## src/rtl/r2sdf_bf_stage.sv

```systemverilog
// -----------------------------------------------------------------------------
// r2sdf_bf_stage
//
// One radix-2 single-delay-feedback (decimation-in-frequency) butterfly stage of
// a 2^N-point streaming complex FFT. One complex sample enters every clock; N
// instances chained stage 1..N (start_op -> start_ip) form the complete FFT.
//
// A frame at this stage is 2D samples, D = 2^(N-STAGE). During the first half
// (fill phase) new samples go into a D-deep complex delay line while the
// previous frame's differences come out of it, rotated by the twiddle factor.
// During the second half (butterfly phase) the delayed sample and the current
// one are summed to the output and their difference goes back into the delay.
//
// Ports
//   clk       clock, all state updates on the rising edge
//   rst       synchronous active-high reset
//   start_ip  pulse marking the first sample of an input frame
//   ip_re/im  input sample, DW-bit signed
//   tw_idx    twiddle ROM address (combinational from the sample counter)
//   tw_re/im  cos / -sin for tw_idx, TW-bit signed, 1.0 = 2^(TW-2)
//   op_re/im  registered output sample
//   start_op  registered, high with the first output sample of a frame
//   op_idx    registered bit-reversed output position (frequency bin at STAGE=N)
// -----------------------------------------------------------------------------
module r2sdf_bf_stage #(
  parameter int N     = 3,
  parameter int STAGE = 1,
  parameter int DW    = 16,
  parameter int TW    = 16,
  localparam int D    = 1 << (N - STAGE),
  localparam int CW   = N - STAGE + 1,
  localparam int TIW  = (N > 1) ? N - 1 : 1
) (
  input  logic                 clk,
  input  logic                 rst,
  input  logic                 start_ip,
  input  logic signed [DW-1:0] ip_re,
  input  logic signed [DW-1:0] ip_im,
  output logic [TIW-1:0]       tw_idx,
  input  logic signed [TW-1:0] tw_re,
  input  logic signed [TW-1:0] tw_im,
  output logic signed [DW-1:0] op_re,
  output logic signed [DW-1:0] op_im,
  output logic                 start_op,
  output logic [N-1:0]         op_idx
);

  // Full-precision product width: DW x TW signed plus one bit for the add.
  localparam int PW = DW + TW + 1;

  // ---------------------------------------------------------------------------
  // State
  // ---------------------------------------------------------------------------
  logic                 running_q, running_d;
  logic [CW-1:0]        cnt_q, cnt_d;       // position within the 2D-sample frame
  logic                 pend_q, pend_d;     // a start is waiting to reach the output
  logic [N-1:0]         p_q, p_d;           // output position within the 2^N frame
  logic signed [DW-1:0] dl_re_q [D];
  logic signed [DW-1:0] dl_im_q [D];
  logic signed [DW-1:0] op_re_q, op_re_d;
  logic signed [DW-1:0] op_im_q, op_im_d;
  logic                 start_op_q, start_op_d;
  logic [N-1:0]         op_idx_q, op_idx_d;

  // ---------------------------------------------------------------------------
  // Datapath
  // ---------------------------------------------------------------------------
  logic                 active;
  logic                 fill;
  logic [CW-1:0]        cnt_eff;
  logic signed [DW-1:0] f_re, f_im;
  logic signed [PW-1:0] prod_re, prod_im;
  logic signed [DW-1:0] mul_re, mul_im;

  always_comb begin
    // A start pulse both enables the stage and forces this sample to be cnt=0.
    active  = running_q | start_ip;
    cnt_eff = start_ip ? '0 : cnt_q;
    // D is a power of two, so cnt < D is simply "counter MSB clear".
    fill    = ~cnt_eff[CW-1];
    tw_idx  = fill ? (TIW'(cnt_eff) << (STAGE - 1)) : '0;

    // Oldest delay entry.
    f_re = dl_re_q[D-1];
    f_im = dl_im_q[D-1];

    prod_re = PW'(f_re) * PW'(tw_re) - PW'(f_im) * PW'(tw_im);
    prod_im = PW'(f_re) * PW'(tw_im) + PW'(f_im) * PW'(tw_re);
    // Arithmetic shift floors; the cast keeps the low DW bits.
    mul_re  = DW'(prod_re >>> (TW - 2));
    mul_im  = DW'(prod_im >>> (TW - 2));
  end

  // ---------------------------------------------------------------------------
  // Next state
  // ---------------------------------------------------------------------------
  logic signed [DW-1:0] push_re, push_im;
  logic [N-1:0]         pidx;

  always_comb begin
    // NOTE: every signal gets a default before any branch so no path leaves it
    // unassigned; otherwise synthesis would infer a latch.
    running_d  = running_q;
    cnt_d      = cnt_q;
    pend_d     = pend_q;
    p_d        = p_q;
    op_re_d    = '0;
    op_im_d    = '0;
    start_op_d = 1'b0;
    op_idx_d   = '0;
    push_re    = ip_re;
    push_im    = ip_im;
    pidx       = p_q;

    if (active) begin
      running_d  = 1'b1;
      cnt_d      = cnt_eff + 1'b1;
      // The first butterfly output after a start is the first sample of the
      // output frame; later wraps of the counter do not re-announce it.
      start_op_d = (pend_q | start_ip) & (cnt_eff == CW'(D));
      pend_d     = (pend_q | start_ip) & ~start_op_d;

      pidx = start_op_d ? '0 : p_q;
      p_d  = pidx + 1'b1;
      for (int i = 0; i < N; i++) begin
        op_idx_d[i] = pidx[N-1-i];
      end

      if (fill) begin
        op_re_d = mul_re;
        op_im_d = mul_im;
      end else begin
        op_re_d = f_re + ip_re;
        op_im_d = f_im + ip_im;
        push_re = f_re - ip_re;
        push_im = f_im - ip_im;
      end
    end
  end

  // ---------------------------------------------------------------------------
  // Registers
  // ---------------------------------------------------------------------------
  always_ff @(posedge clk) begin
    if (rst) begin
      running_q  <= 1'b0;
      cnt_q      <= '0;
      pend_q     <= 1'b0;
      p_q        <= '0;
      op_re_q    <= '0;
      op_im_q    <= '0;
      start_op_q <= 1'b0;
      op_idx_q   <= '0;
      // NOTE: the delay line is cleared on reset because the first frame's
      // fill-phase outputs read it; this keeps it in flops rather than RAM.
      for (int i = 0; i < D; i++) begin
        dl_re_q[i] <= '0;
        dl_im_q[i] <= '0;
      end
    end else begin
      // NOTE: all state uses non-blocking assignment so every register sees
      // the pre-edge values, which is what makes the shift below correct.
      running_q  <= running_d;
      cnt_q      <= cnt_d;
      pend_q     <= pend_d;
      p_q        <= p_d;
      op_re_q    <= op_re_d;
      op_im_q    <= op_im_d;
      start_op_q <= start_op_d;
      op_idx_q   <= op_idx_d;
      if (active) begin
        dl_re_q[0] <= push_re;
        dl_im_q[0] <= push_im;
        for (int i = 1; i < D; i++) begin
          dl_re_q[i] <= dl_re_q[i-1];
          dl_im_q[i] <= dl_im_q[i-1];
        end
      end
    end
  end

  assign op_re    = op_re_q;
  assign op_im    = op_im_q;
  assign start_op = start_op_q;
  assign op_idx   = op_idx_q;

endmodule

```

## config.mk

```make
export PLATFORM = sky130hd
export DESIGN_NAME = r2sdf_bf_stage
export DESIGN_NICKNAME = d
export VERILOG_FILES = /design/src/rtl/r2sdf_bf_stage.sv
export SDC_FILE = /design/constraint.sdc
export NUM_CORES = 2
export LEC_CHECK = 0
export BUFFER_PORTS_ARGS = -buffer_cell sky130_fd_sc_hd__buf_2
export CAP_MARGIN = 20
export CORE_MARGIN = 10
export CORE_UTILIZATION = 40
export CTS_BUF_LIST = sky130_fd_sc_hd__clkbuf_8
export DETAILED_ROUTE_END_ITERATION = 8
export PLACE_DENSITY = 0.68
export SLEW_MARGIN = 20
export SYNTH_ARGS = -nofsm -noshare
export SYNTH_HDL_FRONTEND = slang
export SYNTH_SLANG_ARGS = --single-unit
```

## constraint.sdc

```tcl
create_clock -name clk -period 7.5 [get_ports clk]
set_input_delay 0.75 -clock clk [delete_from_list [all_inputs] [get_ports clk]]
set_output_delay 0.75 -clock clk [all_outputs]
set_load 0.02 [all_outputs]
```

==> run_results.csv <==
group,metric,value,unit
yosys,synth_top_area_share,0.466,
yosys,synth_cells,4934,
detailed_routing,vias,33000,
floorplan,io_pins,105,
detailed_routing,antenna_left,0,
yosys,syn-cell-area,0.0468,mm2
finish,fillers,11000,
worst_setup_path,arrival,7.75,ns
yosys,ys_ff_latch,172,
worst_setup_path,critPathSlowestCell,"fa_1",
worst_setup_path,cp_data_required_time,7.95,ns
floorplan,row_count,125,
yosys,ys_async_sr_fraction,0,
floorplan,die_w,362,um
finish,regArea,0.00472,mm2
global_route,grt_remaining_overflow,0,
global_route,grt_first_pass_wirelength,200,mm
worst_hold_path,hold_class,"reg2reg",
worst_setup_path,worst_setup_path_end_kind,"flop",
timing,hold_viol_final,0,
timing,setup_viol,0,
floorplan,die-area,0.131,mm2
clock_network,cts_tree,"built",
placement,port_buffers,104,
yosys,synthTopCellsByArea,"fa_1 (47%), inv_1 (10%), ha_1 (9.4%), and2_1 (8.4%), edfxtp_1 (8.2%)",
floorplan,initial_core_util,0.403,
clock_network,ctsRootBufferMaster,"clkbuf_8",
global_route,grt_pass1_vias,35600,
timing,max_slew_margin,0.262,
timing,fin_setup_tns,0,ns
timing,period_share,0.973,
status,status,"completed",
placement,dp_hpwl,102,mm
detailed_routing,wl,125,mm
worst_setup_path,cp-start-kind,"flop",
job,max_cap_viol_count,0,
clock_network,worstSkewPairLatency,0.53,ns
timing,fin_worst_skew,0.0289,ns
detailed_routing,drt_first_pass_iters,6,
clock_network,cts_buffers,17,
yosys,yosys.cell_types.count,72,
finish,final_common_cell,"inv_1",
worst_setup_path,slowest_delay,0.55,ns
worst_setup_path,critPathMaxFanout,5,
placement,dp_cells,6656,
clock_network,numClockSinks,172,
global_route,antenna_found_initial,14,
worst_setup_path,critPathKind,"reg2reg",
yosys,syn_area_per_cell,9.48,um2
yosys,synth_largest_area_cell,"fa_1",
timing,slew_violations,0,
clock_network,cts.hold.buffers_added,0,
detailed_routing,wl_per_cell,18.6,um
finish,multi_input_comb_area,0.0365,mm2
timing,period_needed,7.30,ns
yosys,syn_nets,6439,
yosys,synth-edff-count,128,
clock_network,clkSlewWorstSetupHoldPaths,0.12,ns
worst_setup_path,critPathBufInv,10,
timing,max_freq,0.137,GHz
global_route,grtUsageTotal,0.193,
detailed_routing,vias_per_cell,4.91,
detailed_routing,first_iter_violations,2176,
finish,stdcell_count,6722,
yosys,seq_area_frac_synth,0.101,
yosys,synth_flop_cell,"edfxtp_1",
detailed_routing,post-route-drc-count,0,
floorplan,core-area,0.116,mm2
placement,place_congestion,0.915,
finish,drive_gt1_frac,0.110,
finish,synthToLayoutAreaGrowth,12.7,%
yosys,yosysWarnings,0,
clock_network,cts_buffer_depth,2,
floorplan,die_h,362,um
finish,mostFrequentLayoutCells,"inv_1 (1279), fa_1 (1077), and2_1 (628), nand2_1 (492), ha_1 (345)",
worst_setup_path,reg2reg_slack,0.20,ns
timing,worst_pin_slew,1.10,ns
worst_setup_path,crit_family,"adder cells",
global_route,grt_max_degree,69,
clock_network,htreeDepth,4,
finish,nets,6690,
[tightest hold or removal path, delay by kind of cell, from the launching register on]
| family | cells | cell delay, ns |
|---|---|---|
| simple gates | 1 | 0.05 |
| flops | 1 | 0.35 |
| compound gates | 1 | 0.06 |
[metal layers]
metal	part of all wire	vias up	GRT usage
met5	0.00030	-	0
met3	0.073	180	0.0291
li1	-	14800	-
met2	0.47	1065	0.314
met1	0.42	17000	0.267
met4	0.035	6	0.0530
[synth_stat cells, types with 3 or more instances]
library cell	count
or3_1	12
nand3b_1	3
o21bai_1	8
ha_1	350
a21o_1	15
o211ai_1	4
dfxtp_1	44
o41ai_1	5
nor2_1	134
xor2_1	34
a211oi_1	16
edfxtp_1	128
and3_1	7
and2_1	629
xnor2_1	116
a22o_1	3
or2_2	3
buf_2	3
o21ai_1	13
o31ai_1	7
o22ai_1	20
fa_1	1088
nand3_1	14
inv_1	1282
a21oi_1	82
clkbuf_1	235
a31oi_1	7
o21a_1	12
nor3_1	21
nand4_1	9
nor4_1	3
nor2b_1	19
o21ai_0	27
nand2_1	495
nor3b_1	3
nand2b_1	35
[timing repair]
action                                 CTS  global route
setup buffers                            4            22
endpoints found under the hold margin    0             0
cloned                                   0             7
pin swaps                                0            35
setup endpoints to repair                8            24
gates resized for setup                  4            60
[logic make-up after synthesis]
kind of cell | share of synthesized area
AO/OA/AOI/OAI | 0.0354
multiplexers | 0.000696
flip-flops | 0.101
XOR/XNOR | 0.0281
AND/OR/NAND/NOR | 0.152
adder cells (fa/ha/maj) | 0.559
buffers and inverters | 0.123
[metrics by stage]
step / utilization / hold WS (ns) / setup slack [ns] / cell area (um2)
floorplan: - / 0.425 / 0.0153 / 46800
global placement: 0.444 / 0.438 / -0.354 / 51600
detailed placement: 0.444 / 0.452 / -0.470 / 51600
CTS: 0.449 / 0.436 / 0.00540 / 52100
global route: 0.454 / 0.447 / -0.0525 / 52700
finish: 0.454 / 0.476 / 0.201 / 52700
[path summary, 6_finish.rpt]
| kind | from | to | cells past startpoint |
|---|---|---|---|
| max | dl_im_q[3][10]$_SDFFCE_PN0P_ | op_im[13]$_SDFF_PN0_ | 28 |
| max reg2reg | dl_im_q[3][10]$_SDFFCE_PN0P_ | op_im[13]$_SDFF_PN0_ | 28 |
| min | p_q[0]$_SDFFE_PP0N_ | p_q[0]$_SDFFE_PP0N_ | 2 |
| min reg2reg | p_q[0]$_SDFFE_PP0N_ | p_q[0]$_SDFFE_PP0N_ | 2 |
[layout make-up]
class | instances | area share
clock inverters | 12 | 0.00299
inverters | 1283 | 0.0915
multi-input cells | 3237 | 0.694
clock buffers | 19 | 0.00496
well taps | 1524 | 0.0362
flip-flops and latches | 172 | 0.0897
repair buffers | 474 | 0.0810
diodes | 1 | 0.0000475
[flip-flops by register name, summed over array words and instances, names as in the netlist]
register,count
dl_re_q,64
cnt_q,3
op_im,16
dl_im_q,64
op_re,16
pend_q,1
op_idx,3
start_op,1
running_q,1
p_q,3
Power is left out: the tool's default activity adds up to more than one toggle a clock period on the data nets, which glitch-free logic cannot reach.
